`src/rtl/window_read_sequencer_if.sv`:
```
// Handshake and geometry bundle between the datapath controller, the
// window read sequencer and the buffer read port / MAC stage.
interface window_read_sequencer_if #(
   parameter int DEPTH = 64,
   parameter int LW    = 8
);
   localparam int AW = (DEPTH > 1) ? $clog2(DEPTH) : 1;

   logic          start;
   logic [AW-1:0] base;
   logic [AW-1:0] stride;
   logic [LW-1:0] win_len;
   logic [LW-1:0] num_win;
   logic          out_ready;
   logic [AW-1:0] addr;
   logic          addr_valid;
   logic          win_last;
   logic          busy;
   logic          done;

   // controller / consumer side
   modport master (
      output start, base, stride, win_len, num_win, out_ready,
      input  addr, addr_valid, win_last, busy, done
   );

   // sequencer side
   modport slave (
      input  start, base, stride, win_len, num_win, out_ready,
      output addr, addr_valid, win_last, busy, done
   );
endinterface

```
`src/rtl/window_read_sequencer.sv`:
```
// Read-address generator for a circular sample buffer: num_win windows of
// win_len consecutive addresses, window starts stride apart, all mod DEPTH.
//
// state  | meaning
// S_IDLE | waiting for start, addr_valid low
// S_RUN  | issuing addresses over the valid/ready handshake
// S_DONE | one-cycle done pulse, then back to S_IDLE
module window_read_sequencer #(
   parameter int  DEPTH = 64,
   parameter int  LW    = 8,
   localparam int AW    = (DEPTH > 1) ? $clog2(DEPTH) : 1
) (
   input logic                   clk,
   input logic                   rst,
   window_read_sequencer_if.slave bus
);
   localparam logic [AW:0] DEPTH_W = (AW+1)'(DEPTH);

   typedef enum logic [1:0] {S_IDLE, S_RUN, S_DONE} state_t;

   state_t        state;
   logic [LW-1:0] k;
   logic [LW-1:0] w;
   logic [LW-1:0] len_m1;
   logic [LW-1:0] nwin_m1;
   logic [AW-1:0] ws;
   logic [AW-1:0] stride_q;
   logic [AW-1:0] addr_q;
   logic          valid_q;
   logic          last_q;
   logic          busy_q;
   logic          done_q;

   // Both operands are below DEPTH, so one conditional subtract is enough
   // even when DEPTH is not a power of two.
   function automatic logic [AW-1:0] mod_add(input logic [AW-1:0] a,
                                             input logic [AW-1:0] b);
      logic [AW:0] sum;
      sum = {1'b0, a} + {1'b0, b};
      if (sum >= DEPTH_W) sum = sum - DEPTH_W;
      return sum[AW-1:0];
   endfunction

   // Sequencer FSM with position/window counters and registered outputs.
   always_ff @(posedge clk) begin
      if (rst) begin
         state    <= S_IDLE;
         k        <= '0;
         w        <= '0;
         len_m1   <= '0;
         nwin_m1  <= '0;
         ws       <= '0;
         stride_q <= '0;
         addr_q   <= '0;
         valid_q  <= 1'b0;
         last_q   <= 1'b0;
         busy_q   <= 1'b0;
         done_q   <= 1'b0;
      end else begin
         case (state)
            S_IDLE: begin
               done_q <= 1'b0;
               if (bus.start) begin
                  len_m1   <= bus.win_len - LW'(1);
                  nwin_m1  <= bus.num_win - LW'(1);
                  stride_q <= bus.stride;
                  ws       <= bus.base;
                  addr_q   <= bus.base;
                  k        <= '0;
                  w        <= '0;
                  busy_q   <= 1'b1;
                  if (bus.win_len == '0 || bus.num_win == '0) begin
                     state  <= S_DONE;
                     done_q <= 1'b1;
                  end else begin
                     state   <= S_RUN;
                     valid_q <= 1'b1;
                     last_q  <= (bus.win_len == LW'(1));
                  end
               end
            end
            S_RUN: begin
               if (bus.out_ready) begin
                  if (k != len_m1) begin
                     k      <= k + LW'(1);
                     addr_q <= mod_add(addr_q, AW'(1));
                     last_q <= ((k + LW'(1)) == len_m1);
                  end else if (w != nwin_m1) begin
                     k      <= '0;
                     w      <= w + LW'(1);
                     ws     <= mod_add(ws, stride_q);
                     addr_q <= mod_add(ws, stride_q);
                     last_q <= (len_m1 == '0);
                  end else begin
                     state   <= S_DONE;
                     valid_q <= 1'b0;
                     last_q  <= 1'b0;
                     done_q  <= 1'b1;
                  end
               end
            end
            S_DONE: begin
               state  <= S_IDLE;
               done_q <= 1'b0;
               busy_q <= 1'b0;
            end
            default: begin
               state   <= S_IDLE;
               valid_q <= 1'b0;
               last_q  <= 1'b0;
               busy_q  <= 1'b0;
               done_q  <= 1'b0;
            end
         endcase
      end
   end

   assign bus.addr       = addr_q;
   assign bus.addr_valid = valid_q;
   assign bus.win_last   = last_q;
   assign bus.busy       = busy_q;
   assign bus.done       = done_q;
endmodule

```
`src/flat_wrapper.sv`:
```
// flat-port wrapper written by rule: the top's interface ports become plain ports
module window_read_sequencer_flat 
#(
   parameter int  DEPTH = 64,
   parameter int  LW    = 8,
   localparam int AW    = (DEPTH > 1) ? $clog2(DEPTH) : 1
)
  (clk, rst, bus_start, bus_base, bus_stride, bus_win_len, bus_num_win, bus_out_ready, bus_addr, bus_addr_valid, bus_win_last, bus_busy, bus_done);
  window_read_sequencer_if #(.DEPTH(DEPTH), .LW(LW)) bus_i ();
  input logic clk;
  input logic rst;
  input wire logic [$bits(bus_i.start)-1:0] bus_start;
  input wire logic [$bits(bus_i.base)-1:0] bus_base;
  input wire logic [$bits(bus_i.stride)-1:0] bus_stride;
  input wire logic [$bits(bus_i.win_len)-1:0] bus_win_len;
  input wire logic [$bits(bus_i.num_win)-1:0] bus_num_win;
  input wire logic [$bits(bus_i.out_ready)-1:0] bus_out_ready;
  output wire logic [$bits(bus_i.addr)-1:0] bus_addr;
  output wire logic [$bits(bus_i.addr_valid)-1:0] bus_addr_valid;
  output wire logic [$bits(bus_i.win_last)-1:0] bus_win_last;
  output wire logic [$bits(bus_i.busy)-1:0] bus_busy;
  output wire logic [$bits(bus_i.done)-1:0] bus_done;
  assign bus_i.start = bus_start;
  assign bus_i.base = bus_base;
  assign bus_i.stride = bus_stride;
  assign bus_i.win_len = bus_win_len;
  assign bus_i.num_win = bus_num_win;
  assign bus_i.out_ready = bus_out_ready;
  assign bus_addr = bus_i.addr;
  assign bus_addr_valid = bus_i.addr_valid;
  assign bus_win_last = bus_i.win_last;
  assign bus_busy = bus_i.busy;
  assign bus_done = bus_i.done;
  window_read_sequencer #(.DEPTH(DEPTH), .LW(LW)) u_core (.clk(clk), .rst(rst), .bus(bus_i));
endmodule
```
`config.mk`:
```
export PLATFORM = sky130hd
export DESIGN_NAME = window_read_sequencer_flat
export DESIGN_NICKNAME = d
export VERILOG_FILES = /design/src/rtl/window_read_sequencer_if.sv /design/src/rtl/window_read_sequencer.sv /design/src/flat_wrapper.sv
export SDC_FILE = /design/constraint.sdc
export NUM_CORES = 1
export LEC_CHECK = 0
export BUFFER_PORTS_ARGS = -buffer_cell sky130_fd_sc_hd__buf_2
export CAP_MARGIN = 20
export CORE_MARGIN = 5
export CORE_UTILIZATION = 50
export DETAILED_ROUTE_END_ITERATION = 12
export PLACE_DENSITY = 0.7
export SLEW_MARGIN = 0
export SYNTH_ARGS = -nofsm -noshare
export SYNTH_HDL_FRONTEND = slang
export SYNTH_SLANG_ARGS = --single-unit
```
`constraint.sdc`:
```
create_clock -name clk -period 3.66 [get_ports clk]
set_input_delay 0.366 -clock clk [delete_from_list [all_inputs] [get_ports clk]]
set_output_delay 0.366 -clock clk [all_outputs]
set_load 0.01 [all_outputs]
```
# After elaboration in Yosys (flattened, before gate mapping)
# Index checks and enable logic that the tools add are counted.
[op_classes]
n_addsub = 8
magnitude_cmp = 2
eq_ne = 13
mux = 45
n_bitwise = 2
reduce_logical = 14
[ops]
columns = ["op", "n"]
rows = [
  ["$mux W8", 7],
  ["$mux W6", 8],
  ["$pmux W8 S2", 2],
  ["$logic_not A8 Y1", 3],
  ["$pmux W6 S2", 2],
  ["$add A8 B1 Y8 const B", 2],
  ["$mux W1", 16],
  ["$ne A8 B8 Y1", 2],
  ["$sub A8 B1 Y8 const B", 2],
  ["$ge A7 B7 Y1 const B", 2],
  ["$reduce_and A4 Y1", 3],
  ["$sub A6 B1 Y6 const B", 2],
  ["$mux W2", 5],
  ["$ne A2 B2 Y1 const B", 5],
  ["$eq A8 B1 Y1 const B", 1],
  ["$eq A8 B8 Y1", 1],
  ["$add A6 B1 Y7 const B", 1],
  ["$add A6 B6 Y7", 1],
  ["$pmux W1 S3", 2],
  ["$reduce_and A6 Y1", 1],
  ["$reduce_and A5 Y1", 1],
  ["$pmux W1 S2", 2],
  ["$pmux W2 S2", 1],
  ["$reduce_and A2 Y1", 2],
  ["other kinds (9)", 10],
]
[totals]
regBits = 56
inputBits = 32

# Longest topological paths before layout
# Gate-level depths: netlist of the first run.
[depth]
depth_word = 7
ltp_mapped = 8
mapped_depth_nobuf = 8

# Worst setup path before layout of the first run
# Ideal clock, no wire load.
[synth_timing]
path_type = "reg-to-reg"
start = "register u_core.k[5]"
end = "register u_core.w[5]"
setup_ns = 0.115
arrival_ns = 1.923
t_required_ns = 3.545
setup_slack_ns = 1.623
path_stages_with_launch = 8
n_path_buf = 1
cell_sequence = "dfxtp_1 -> buf_4 -> xor2_1 -> or4_4 -> o21ai_4 -> nand4_4 -> o31a_1 -> o21a_1"
[synth_via]
elab_chain_cells = 3
[synth_lines]
columns = ["element", "line", "text"]
rows = [
  ["from (decl)", "window_read_sequencer.sv:22", "logic [LW-1:0] k;"],
  ["from (signal assigned)", "window_read_sequencer.sv:85", "k <= k + LW'(1);"],
  ["$ne A8 B8 Y1", "window_read_sequencer.sv:84", "if (k != len_m1) begin"],
  ["$ne A2 B2 Y1 (no source line)", "--", ""],
  ["$reduce_and A5 Y1 (no source line)", "--", ""],
  ["to (signal assigned)", "window_read_sequencer.sv:90", "w <= w + LW'(1);"],
  ["to (decl)", "window_read_sequencer.sv:23", "logic [LW-1:0] w;"],
]
# No other way between the ends.
# A chain may end at the register's enable or synchronous reset.

# Worst setup path after layout of the first run
[layout_timing]
start = "register u_core.state[0]"
end = "register u_core.ws[0]"
[layout_via]
elab_chain_cells = 3
word_cells_on_any_way = 9
cone_classes = "5 x eq/ne; 1 x mux; 3 x reduce/logical"
[layout_lines]
columns = ["element", "line", "text"]
rows = [
  ["from (decl)", "window_read_sequencer.sv:21", "state_t state;"],
  ["from (signal assigned)", "window_read_sequencer.sv:47", "state <= S_IDLE;"],
  ["from (signal assigned)", "window_read_sequencer.sv:73", "state <= S_DONE;"],
  ["from (signal assigned)", "window_read_sequencer.sv:76", "state <= S_RUN;"],
  ["$eq A2 B1 Y1 or $logic_not A2 Y1 (tied branches)", "window_read_sequencer.sv:60", "case (state)"],
  ["$ne A2 B1 Y1 (no source line), or another cell as far along", "--", ""],
  ["$reduce_and A5 Y1 (no source line)", "--", ""],
  ["to (signal assigned)", "window_read_sequencer.sv:67", "ws <= bus.base;"],
  ["to (signal assigned)", "window_read_sequencer.sv:91", "ws <= mod_add(ws, stride_q);"],
  ["to (decl)", "window_read_sequencer.sv:26", "logic [AW-1:0] ws;"],
]
# Several ways; a longest one is shown, not always the timed one.

==> impl_metrics.yaml, run 1 <==
clock_network:
  postCtsSetupRepairBufs: 0
  insertion_delay_ns: 0.32
  hold_buffers: 0
  cts_sinks: 56
  clockBufferDepth: 2
  cts_root_buffer: "clkbuf_8"
  cts_tree: "yes"
  cts_resized: 0
  htreeDepth: 2
  clk_pin_slew_ns: 0.11
  cts_inserted_buffers: 5
route:
  drtIter0Drc: 255
  drc: 0
  first_pass_iters: 5
  postRouteWirelength_um: 8240
  dr_total_vias: 2962
  avgViaCountPerCell: 5.81
  ant_nets: 0
  wire_per_inst_um: 16.2
logic_synthesis:
  synth_top_area_share: 0.325
  synth_nets: 445
  avgSynthCellArea_um2: 8.64
  ys_types: 60
  synthArstFlopShare: 0
  synthXorXnorAreaFrac: 0.122
  synth_fa_ha_area_frac: 0.0530
  synth_compound_area_frac: 0.217
  ys.flop_type: "dfxtp_1"
  ys_seq_area_frac: 0.325
  ys_ff_latch: 56
  yosys.area_share.simple: 0.230
  yosysWarnings: 0
  synth_area_leaders: "dfxtp_1 33%, xnor2_1 7.4%, xor2_1 4.8%"
  yosys.area.top_type: "dfxtp_1"
  synth_top_family_by_area: "simple AND/OR/NAND/NOR gates"
  synthCells: 399
  synth_edf_count: 0
  synthMuxAreaShare: 0.00581
  netlist_area_um2: 3450
flow_run:
  maxCapViolations: 0
critical_path:
  worstSetupPathType: "flop to flop"
  reg2reg_depth: 6
  crit_slowest_cell: "dfxtp_1"
  reg2reg_setup_slack_ns: 0.97
  worst-path-max-fanout: 17
  end_kind: "flop"
  critPathMaxStageDelay_ns: 0.78
  worstPathArrival_ns: 2.95
  required_ns: 3.91
  crit_top_cell: "nor2_1"
  crit_chain: "inv_1 -> nor2_1 -> o21ai_4 -> and3_1 -> nor2_1 -> o2bb2ai_1"
  critPathLaunchType: "flop"
  r2r-start: "u_core.state[0]$_SDFFE_PP0P_"
  regToRegEndpoint: "u_core.ws[0]$_SDFFE_PP0P_"
die:
  core_area_um2: 6760
  fp.dieW_um: 93.0
  rows: 30
  die_h_um: 93.0
  start_util: 0.510
  top_level_ports: 42
  die_area_um2: 8650
sta:
  setup_viol: 0
  rsz0062_at_grt: "no"
  min_period_over_period: 0.735
  setup_tns_ns: 0
  timing.hold.ws_ns: 0.268
  relSlewSlack: 0.488
  fmaxAchievable_mhz: 372
  finClkSkew_ns: 0.0201
  period_needed_ns: 2.69
  worst_pin_slew_ns: 0.768
  drv_slew: 0
  hold_violations: 0
grt:
  grt_max_degree: 32
  gr-total-overflow: 0
  grt_pass1_vias: 2835
  antenna_found_initial: 0
  grt_pass1_wl_um: 14300
  grt_usage: 0.202
power:
  vdd_ir_drop_max_mv: 0.194
  leakage_uw: 0.00147
  powerDensity_nw_per_um2: 391
status:
  status: "finished, final reports clean"
hold_path:
  hold_depth: 3
  hp-start: "bus_stride[5]"
  holdPathEnd: "u_core.stride_q[5]$_SDFFE_PP0P_"
  hold_path.class: "primary input to flop"
finish:
  diodes: 0
  utilization: 0.556
  ff_latch_area_um2: 1120
  drive_above_1_share: 0.153
  area_delta_synth_final_pct: 9.01
  layout.nets: 475
  fin_cells: 510
  mostFrequentLayoutCells: "56 x dfxtp_1, 41 x buf_2, 40 x nor2_1, 33 x nand2_1, 29 x xnor2_1"
  mostFrequentLayoutCell: "dfxtp_1"
  multi_input_comb_area_um2: 2160
  fillers: 663
placement:
  gp_congestion: 0.889
  dp_hpwl_um: 6190
  numPortBuffers: 41
  placed_cells: 502
flip-flops by register name, summed over array words and instances (netlist names):
register               cells
u_core.bus.addr_valid      1
u_core.ws                  6
u_core.w                   8
u_core.state               2
u_core.bus.done            1
u_core.bus.addr            6
u_core.k                   8
u_core.nwin_m1             8
u_core.len_m1              8
u_core.bus.busy            1
u_core.stride_q            6
u_core.bus.win_last        1
worst max path at each step:
stage	start	endpoint	slack, ns	cells after the start
final	u_core.state[0]$_SDFFE_PP0P_	u_core.ws[0]$_SDFFE_PP0P_	0.97	6
after global routing	u_core.state[0]$_SDFFE_PP0P_	u_core.ws[0]$_SDFFE_PP0P_	0.79	6
after CTS	u_core.state[0]$_SDFFE_PP0P_	u_core.ws[0]$_SDFFE_PP0P_	1.01	6
after detailed placement	u_core.state[0]$_SDFFE_PP0P_	u_core.ws[0]$_SDFFE_PP0P_	1.07	6
after global placement	bus_num_win[5]	u_core.bus.win_last$_SDFFE_PP0P_	1.18	6
after floorplan	u_core.k[5]$_SDFFE_PP0P_	u_core.w[5]$_SDFFE_PP0P_	1.62	7
area by class of cell:
cell class,count,share of cell area
Multi-Input combinational cell,312,0.576
Sequential cell,56,0.298
Timing Repair Buffer,44,0.0606
Tap cell,80,0.0266
Clock buffer,6,0.0193
Inverter,10,0.00999
Clock inverter,2,0.00933
stage by stage:
stage | worst slack, ns | instance area, um2 | power [uW]
6_report | 0.969 | 3760 | 1470
3_5_place_dp | 1.07 | 3650 | 1070
4_1_cts | 1.01 | 3760 | 1470
3_3_place_gp | 1.18 | 3650 | 1060
5_1_grt | 0.789 | 3760 | 1550
2_1_floorplan | 1.62 | 3450 | 976
where the power goes:
group	leakage (uW)	internal [uW]	switching [uW]
Combinational	0.000951	141	222
Sequential	0.000460	652	43.2
Clock	0.0000552	204	207
Total	0.00147	996	473
per-layer routing:
layer	track usage	vias to the layer above	share of wire
li1	-	1512	-
met1	0.299	1348	0.48
met2	0.313	95	0.45
met3	0.0265	7	0.059
met4	0.0440	0	0.0069
met5	0	-	0
cell usage after synthesis (4+ instances only):
library cell  count
nor3_1           23
nor2_1           40
nand2b_1          4
inv_1            10
ha_1             13
xor2_1           19
a311oi_1          6
dfxtp_1          56
a21oi_1          21
o21ai_0           8
xnor2_1          29
nor4_1           10
nand3_1          12
nand2_1          33
o211ai_1          4
clkbuf_1         14
a211oi_1         22
worst max-delay path, delay by kind of cell (launching register included):
kind	cells	cell delay (ns)
and+or+nand+nor	3	1.22
DFF	1	0.78
AOI/OAI and AO/OA	2	0.30
buffers and inverters	1	0.32
logic make-up after synthesis:
logic type      Yosys count
compound gates           98
xor+xnor                 48
fa+ha+maj                14
buf+inv                  31
flops                    56
mux                       2
simple gates            150
(Power assumes the default switching activity.)
==> run 2: changes to the inputs <==
--- a/config.mk
+++ b/config.mk
@@ -5,12 +5,13 @@
 export SDC_FILE = /design/constraint.sdc
 export NUM_CORES = 1
 export LEC_CHECK = 0
+export ABC_AREA = 1
 export BUFFER_PORTS_ARGS = -buffer_cell sky130_fd_sc_hd__buf_2
 export CAP_MARGIN = 20
 export CORE_MARGIN = 5
 export CORE_UTILIZATION = 50
 export DETAILED_ROUTE_END_ITERATION = 12
-export PLACE_DENSITY = 0.7
+export PLACE_DENSITY = 0.73
 export SLEW_MARGIN = 0
 export SYNTH_ARGS = -nofsm -noshare
 export SYNTH_HDL_FRONTEND = slang
==> constraint.sdc (replaced) <==
create_clock -name clk -period 2.4 [get_ports clk]
set_input_delay 0.24 -clock clk [delete_from_list [all_inputs] [get_ports clk]]
set_output_delay 0.24 -clock clk [all_outputs]
set_load 0.01 [all_outputs]
==> run 2 against run 1 <==
Net effect:
- sequential power increased by 110%
- sequential share of layout area decreased by 2.2 points
- power rose to 3.0 times the previous value
- worst hold slack lost 0.13 ns
- combinational power increased to 6.5 times the previous value
- utilization up 0.70 points
- critical endpoint is now u_core.k[3]$_SDFFE_PP0P_
- highest routed layer unchanged
- via count up 26%
- critical path depth up 1
- largest cell class unchanged
- clock-buffer cell count unchanged
- fmax rose by 37%
- area after synthesis up 7.3%
- clock skew is 0.0053 ns lower
==> impl_metrics.yaml, run 2 <==
clock_network:
  htreeDepth: 2
  cts_inserted_buffers: 5
  clk_pin_slew_ns: 0.10
  postCtsSetupRepairBufs: 0
  cts_resized: 0
  cts_tree: "yes"
  cts_sinks: 56
  cts_root_buffer: "clkbuf_8"
  hold_buffers: 0
  clockBufferDepth: 2
  insertion_delay_ns: 0.32
logic_synthesis:
  synthCells: 578
  yosys.area.top_type: "dfxtp_1"
  synth_top_area_share: 0.303
  ys_types: 37
  ys.flop_type: "dfxtp_1"
  yosysMostFrequentCell: "nand2_1"
  synth_area_leaders: "dfxtp_1 30%, nand2_1 17%, nor2_1 6.8%"
  avgSynthCellArea_um2: 6.39
  synth_edf_count: 0
  netlist_area_um2: 3700
  synth_nets: 624
  synthArstFlopShare: 0
  ys_seq_area_frac: 0.303
  yosysWarnings: 0
  ys_ff_latch: 56
  synth_common_cells: "169 x nand2_1, 67 x nor2_1, 62 x inv_1"
grt:
  grt_pass1_wl_um: 15500
  grt_max_degree: 28
  grt_busiest_layer: "met2"
  antenna_found_initial: 0
  globalRouteMet1Util: 0.277
  gr-total-overflow: 0
  grt_use_met2: 0.349
  use_met3: 0.0281
  grt_pass1_vias: 3553
  grt_usage: 0.210
die:
  rows: 31
  fp.dieW_um: 96.0
  die_h_um: 96.0
  core_area_um2: 7210
  top_level_ports: 42
  die_area_um2: 9210
  start_util: 0.512
sta:
  setup_viol: 0
  min_period_over_period: 0.821
  finClkSkew_ns: 0.0147
  worst_pin_slew_ns: 0.584
  rsz0062_at_grt: "no"
  fmaxAchievable_mhz: 507
  hold_violations: 0
  period_needed_ns: 1.97
  relSlewSlack: 0.610
  drv_slew: 0
  setup_tns_ns: 0
  finalWorstSetupSlack_ns: 0.429
finish:
  diodes: 0
  mostFrequentLayoutCell: "nand2_1"
  mostFrequentLayoutCells: "169 x nand2_1, 67 x nor2_1, 62 x inv_1, 56 x dfxtp_1, 41 x buf_2"
  post-route-cell-area_um2: 4060
  fillers: 713
  layout.nets: 660
  fin_cells: 714
  area_delta_synth_final_pct: 9.89
  drive_above_1_share: 0.132
critical_path:
  worst-path-max-fanout: 20
  end_kind: "flop"
  critPathLaunchType: "flop"
  required_ns: 2.61
  reg2reg_depth: 7
  worstPathArrival_ns: 2.18
  worstSetupPathType: "flop to flop"
placement:
  dp_hpwl_um: 7140
  place_area_um2: 3970
  placed_cells: 706
  gp_congestion: 0.856
  numPortBuffers: 41
  dp_slack_ns: 0.410
status:
  status: "finished, final reports clean"
route:
  wire_per_inst_um: 12.9
  ant_nets: 0
  drc: 0
  dr_total_vias: 3725
  postRouteWirelength_um: 9210
  drtIter0Drc: 234
  avgViaCountPerCell: 5.22
  first_pass_iters: 5
hold_path:
  hold_path.class: "primary input to flop"
  hold_depth: 2
power:
  p_total_uw: 4340
  powerDensity_nw_per_um2: 1070
  leakage_uw: 0.00196
  vdd_ir_drop_max_mv: 0.544
flow_run:
  maxCapViolations: 0
==> run 2: cells by family (layout without fill, tap and decap cells) <==
family,count (synthesis),count (layout),synth area share
XOR/XNOR,27,27,0.0640
flip-flops,56,56,0.303
buffers and inverters,90,127,0.100
adder cells (fa/ha/maj),14,14,0.0494
AND/OR/NAND/NOR,317,317,0.373
AO/OA/AOI/OAI,74,74,0.110
==> run 2: final timing paths <==
check,slack (ns),end,start
max,0.43,u_core.k[3]$_SDFFE_PP0P_,u_core.state[0]$_SDFFE_PP0P_
min,0.14,u_core.nwin_m1[0]$_SDFFE_PP0P_,bus_num_win[0]
max reg2reg,0.43,u_core.k[3]$_SDFFE_PP0P_,u_core.state[0]$_SDFFE_PP0P_
min reg2reg,0.46,u_core.bus.addr_valid$_SDFFE_PP0P_,u_core.bus.addr_valid$_SDFFE_PP0P_
==> run 2: worst max-delay path, stage by stage, from the launching register on <==
cell and delay [ns]:
dfxtp_1 0.49, nor2_1 0.16, nand2_1 0.11, nand2_1 0.08, nor2_2 0.40, nand2_2 0.35
o21ai_1 0.22, nor2_1 0.06
==> run 2: metal layers <==
metal	wire [um]	vias to the layer above
li1	-	1932
met1	4210	1661
met2	4400	112
met3	422	20
met4	176	0
met5	0	-
==> run 2: cell type report <==
cell class,instances,area (um2),area share
Multi-Input combinational cell,432,2200,0.543
Sequential cell,56,1120,0.276
Inverter,72,273,0.0672
Timing Repair Buffer,47,250,0.0616
Tap cell,99,124,0.0305
Clock buffer,6,72.6,0.0179
Clock inverter,2,16.3,0.00400
==> run 2: through the flow <==
stage	util	hold slack, ns
finish	0.563	0.138
floorplan	-	0.355
global placement	0.551	0.442
detailed placement	0.551	0.443
global route	0.563	0.145
CTS	0.563	0.139
==> run 2: power breakdown <==
group	leakage (uW)	switching, uW	total, uW	internal [uW]
Sequential	0.000460	256	1450	1190
Clock	0.0000414	322	531	209
Combinational	0.00146	1550	2360	814
Total	0.00196	2120	4340	2220
==> run 3: changes to the inputs <==
--- a/config.mk
+++ b/config.mk
@@ -5,7 +5,7 @@
 export SDC_FILE = /design/constraint.sdc
 export NUM_CORES = 1
 export LEC_CHECK = 0
-export ABC_AREA = 1
+export ABC_AREA = 0
 export BUFFER_PORTS_ARGS = -buffer_cell sky130_fd_sc_hd__buf_2
 export CAP_MARGIN = 20
 export CORE_MARGIN = 5
==> constraint.sdc (replaced) <==
create_clock -name clk -period 1.7 [get_ports clk]
set_input_delay 0.17 -clock clk [delete_from_list [all_inputs] [get_ports clk]]
set_output_delay 0.17 -clock clk [all_outputs]
set_load 0.01 [all_outputs]
==> run 3 against run 2 <==
Net effect:
- the run now ends with negative setup slack left
- highest routed layer unchanged
- non-clock buffer count is 93 higher
- sequential power grew 3%
- fmax shrank 3.8%
- sequential share of layout area is 4.4 points lower
- worst setup slack lost 0.78 ns
- register-to-register slack got worse by 0.78 ns
- via count shrank 5.9%
- critical path type unchanged
- largest cell class unchanged
- largest power group is now registers
==> impl_metrics.yaml, run 3 (synthesis results as in run 1) <==
route:
  drc: 0
  ant_nets: 0
  dr_total_vias: 3505
  wire_per_inst_um: 17.6
  avgViaCountPerCell: 5.77
  postRouteWirelength_um: 10700
  first_pass_iters: 4
  drtIter0Drc: 169
clock_network:
  cts_inserted_buffers: 5
  htreeDepth: 2
  cts_root_buffer: "clkbuf_8"
  clockBufferDepth: 2
  cts_sinks: 56
  clk_pin_slew_ns: 0.11
  cts_tree: "yes"
  hold_buffers: 0
  insertion_delay_ns: 0.32
sta:
  min_period_over_period: 1.21
  finClkSkew_ns: 0.0118
  rsz0062_at_grt: "yes"
  setup_tns_ns: -8.76
  fmaxAchievable_mhz: 488
  setup_viol: 33
  worst_pin_slew_ns: 0.495
  drv_slew: 0
  hold_violations: 0
  timing.hold.ws_ns: 0.0767
  period_needed_ns: 2.05
  relSlewSlack: 0.670
  finalWorstSetupSlack_ns: -0.349
placement:
  place_area_um2: 4370
  placed_cells: 586
  dp_slack_ns: -0.398
  numPortBuffers: 41
  dp_hpwl_um: 7390
  gp_congestion: 0.915
hold_path:
  hold_depth: 3
  hold_path.class: "primary input to flop"
critical_path:
  critPathLaunchType: "flop"
  worstPathArrival_ns: 2.27
  worst-path-max-fanout: 4
  end_kind: "flop"
  reg2reg_depth: 7
  worstSetupPathType: "flop to flop"
  required_ns: 1.92
power:
  pwr-share-clk: 0.211
  pwr-share-seq: 0.415
  power.internal_uw: 2340
  swShare: 0.350
  pwr-share-comb: 0.373
  vdd_ir_drop_max_mv: 0.498
  p_sw_uw: 1260
  leakage_uw: 0.00201
  powerDensity_nw_per_um2: 733
status:
  status: "complete, but fails checks"
  failed_checks: "negative setup slack"
finish:
  fin_cells: 607
  diodes: 0
  mostFrequentLayoutCell: "buf_4"
  mostFrequentLayoutCells: "85 x buf_4, 47 x dfxtp_1, 41 x buf_2, 37 x nor2_1, 32 x nand2_1"
  layout.nets: 572
  drive_above_1_share: 0.410
  post-route-cell-area_um2: 4900
  area_delta_synth_final_pct: 42.3
grt:
  gr-total-overflow: 0
  antenna_found_initial: 0
  grt_pass1_wl_um: 16200
  grt_pass1_vias: 3385
  grt_max_degree: 37
  grt_usage: 0.233
flow_run:
  maxCapViolations: 0
die:
  core_area_um2: 6760
  rows: 30
  die_h_um: 93.0
  top_level_ports: 42
  start_util: 0.510
  die_area_um2: 8650
  fp.dieW_um: 93.0
[run 3: cell types whose count changed in the layout (fill, tap and decap cells not counted), moves of 8 or more]
cell	before	now
nor3_1	6	18
nor2_1	67	37
nand3_1	37	10
inv_1	62	10
buf_6	0	10
dfxtp_1	56	47
nand2_1	169	32
buf_4	6	85
xnor2_1	12	27
a211oi_1	0	20
o21ai_0	15	7
a21oi_1	38	17
nand4_1	19	2
inv_2	9	0
[run 3: area by class of cell]
class / count / area (um2)
clock buffers: 5 / 68.8
clock inverters: 3 / 18.8
fillers: 488 / 1850
inverters: 10 / 37.5
multi-input cells: 313 / 2500
flip-flops and latches: 56 / 1140
well taps: 80 / 100
repair buffers: 140 / 1040
[run 3: metrics by stage]
step | utilization | total power, uW
2_1_floorplan | - | 2130
3_3_place_gp | 0.646 | 2550
3_5_place_dp | 0.646 | 2580
4_1_cts | 0.693 | 3450
5_1_grt | 0.726 | 3750
6_report | 0.726 | 3600
[run 3: per-layer routing]
metal / up-vias / share of wire / GRT usage
li1: 1714 / - / -
met5: - / 0 / 0
met3: 20 / 0.046 / 0.0378
met1: 1664 / 0.43 / 0.295
met4: 0 / 0.018 / 0.0586
met2: 107 / 0.51 / 0.412
[run 3: what timing repair did]
item | 4_1_cts | 5_1_grt
pin swaps | 23 | 15
endpoints found under the setup margin | 33 | 33
gates resized for setup | 38 | 31
setup buffers | 6 | 6
gates cloned | 2 | 0
[run 3: final timing paths]
check | startpoint | end | slack (ns)
max | u_core.k[1]$_SDFFE_PP0P_ | u_core.w[5]$_SDFFE_PP0P_ | -0.35
max reg2reg | u_core.k[1]$_SDFFE_PP0P_ | u_core.w[5]$_SDFFE_PP0P_ | -0.35
min | bus_stride[5] | u_core.stride_q[5]$_SDFFE_PP0P_ | 0.08
min reg2reg | u_core.bus.busy$_SDFFE_PP0P_ | u_core.bus.busy$_SDFFE_PP0P_ | 0.48
[run 3: critical path, stage by stage (launching register included)]
cell	delay [ns]
dfxtp_4	0.38
xor2_2	0.17
or4_4	0.58
o21ai_4	0.16
buf_6	0.13
nand4_4	0.08
o31a_1	0.29
o21a_1	0.16
[run 3: power groups by stage]
| stage | Sequential [uW] | Clock, uW | Combinational [uW] |
|---|---|---|---|
| after floorplan | 1510 | 0 | 617 |
| final | 1490 | 760 | 1340 |
| after global routing | 1500 | 810 | 1440 |
| after CTS | 1480 | 759 | 1210 |
| after detailed placement | 1510 | 0 | 1070 |
| after global placement | 1510 | 0 | 1050 |
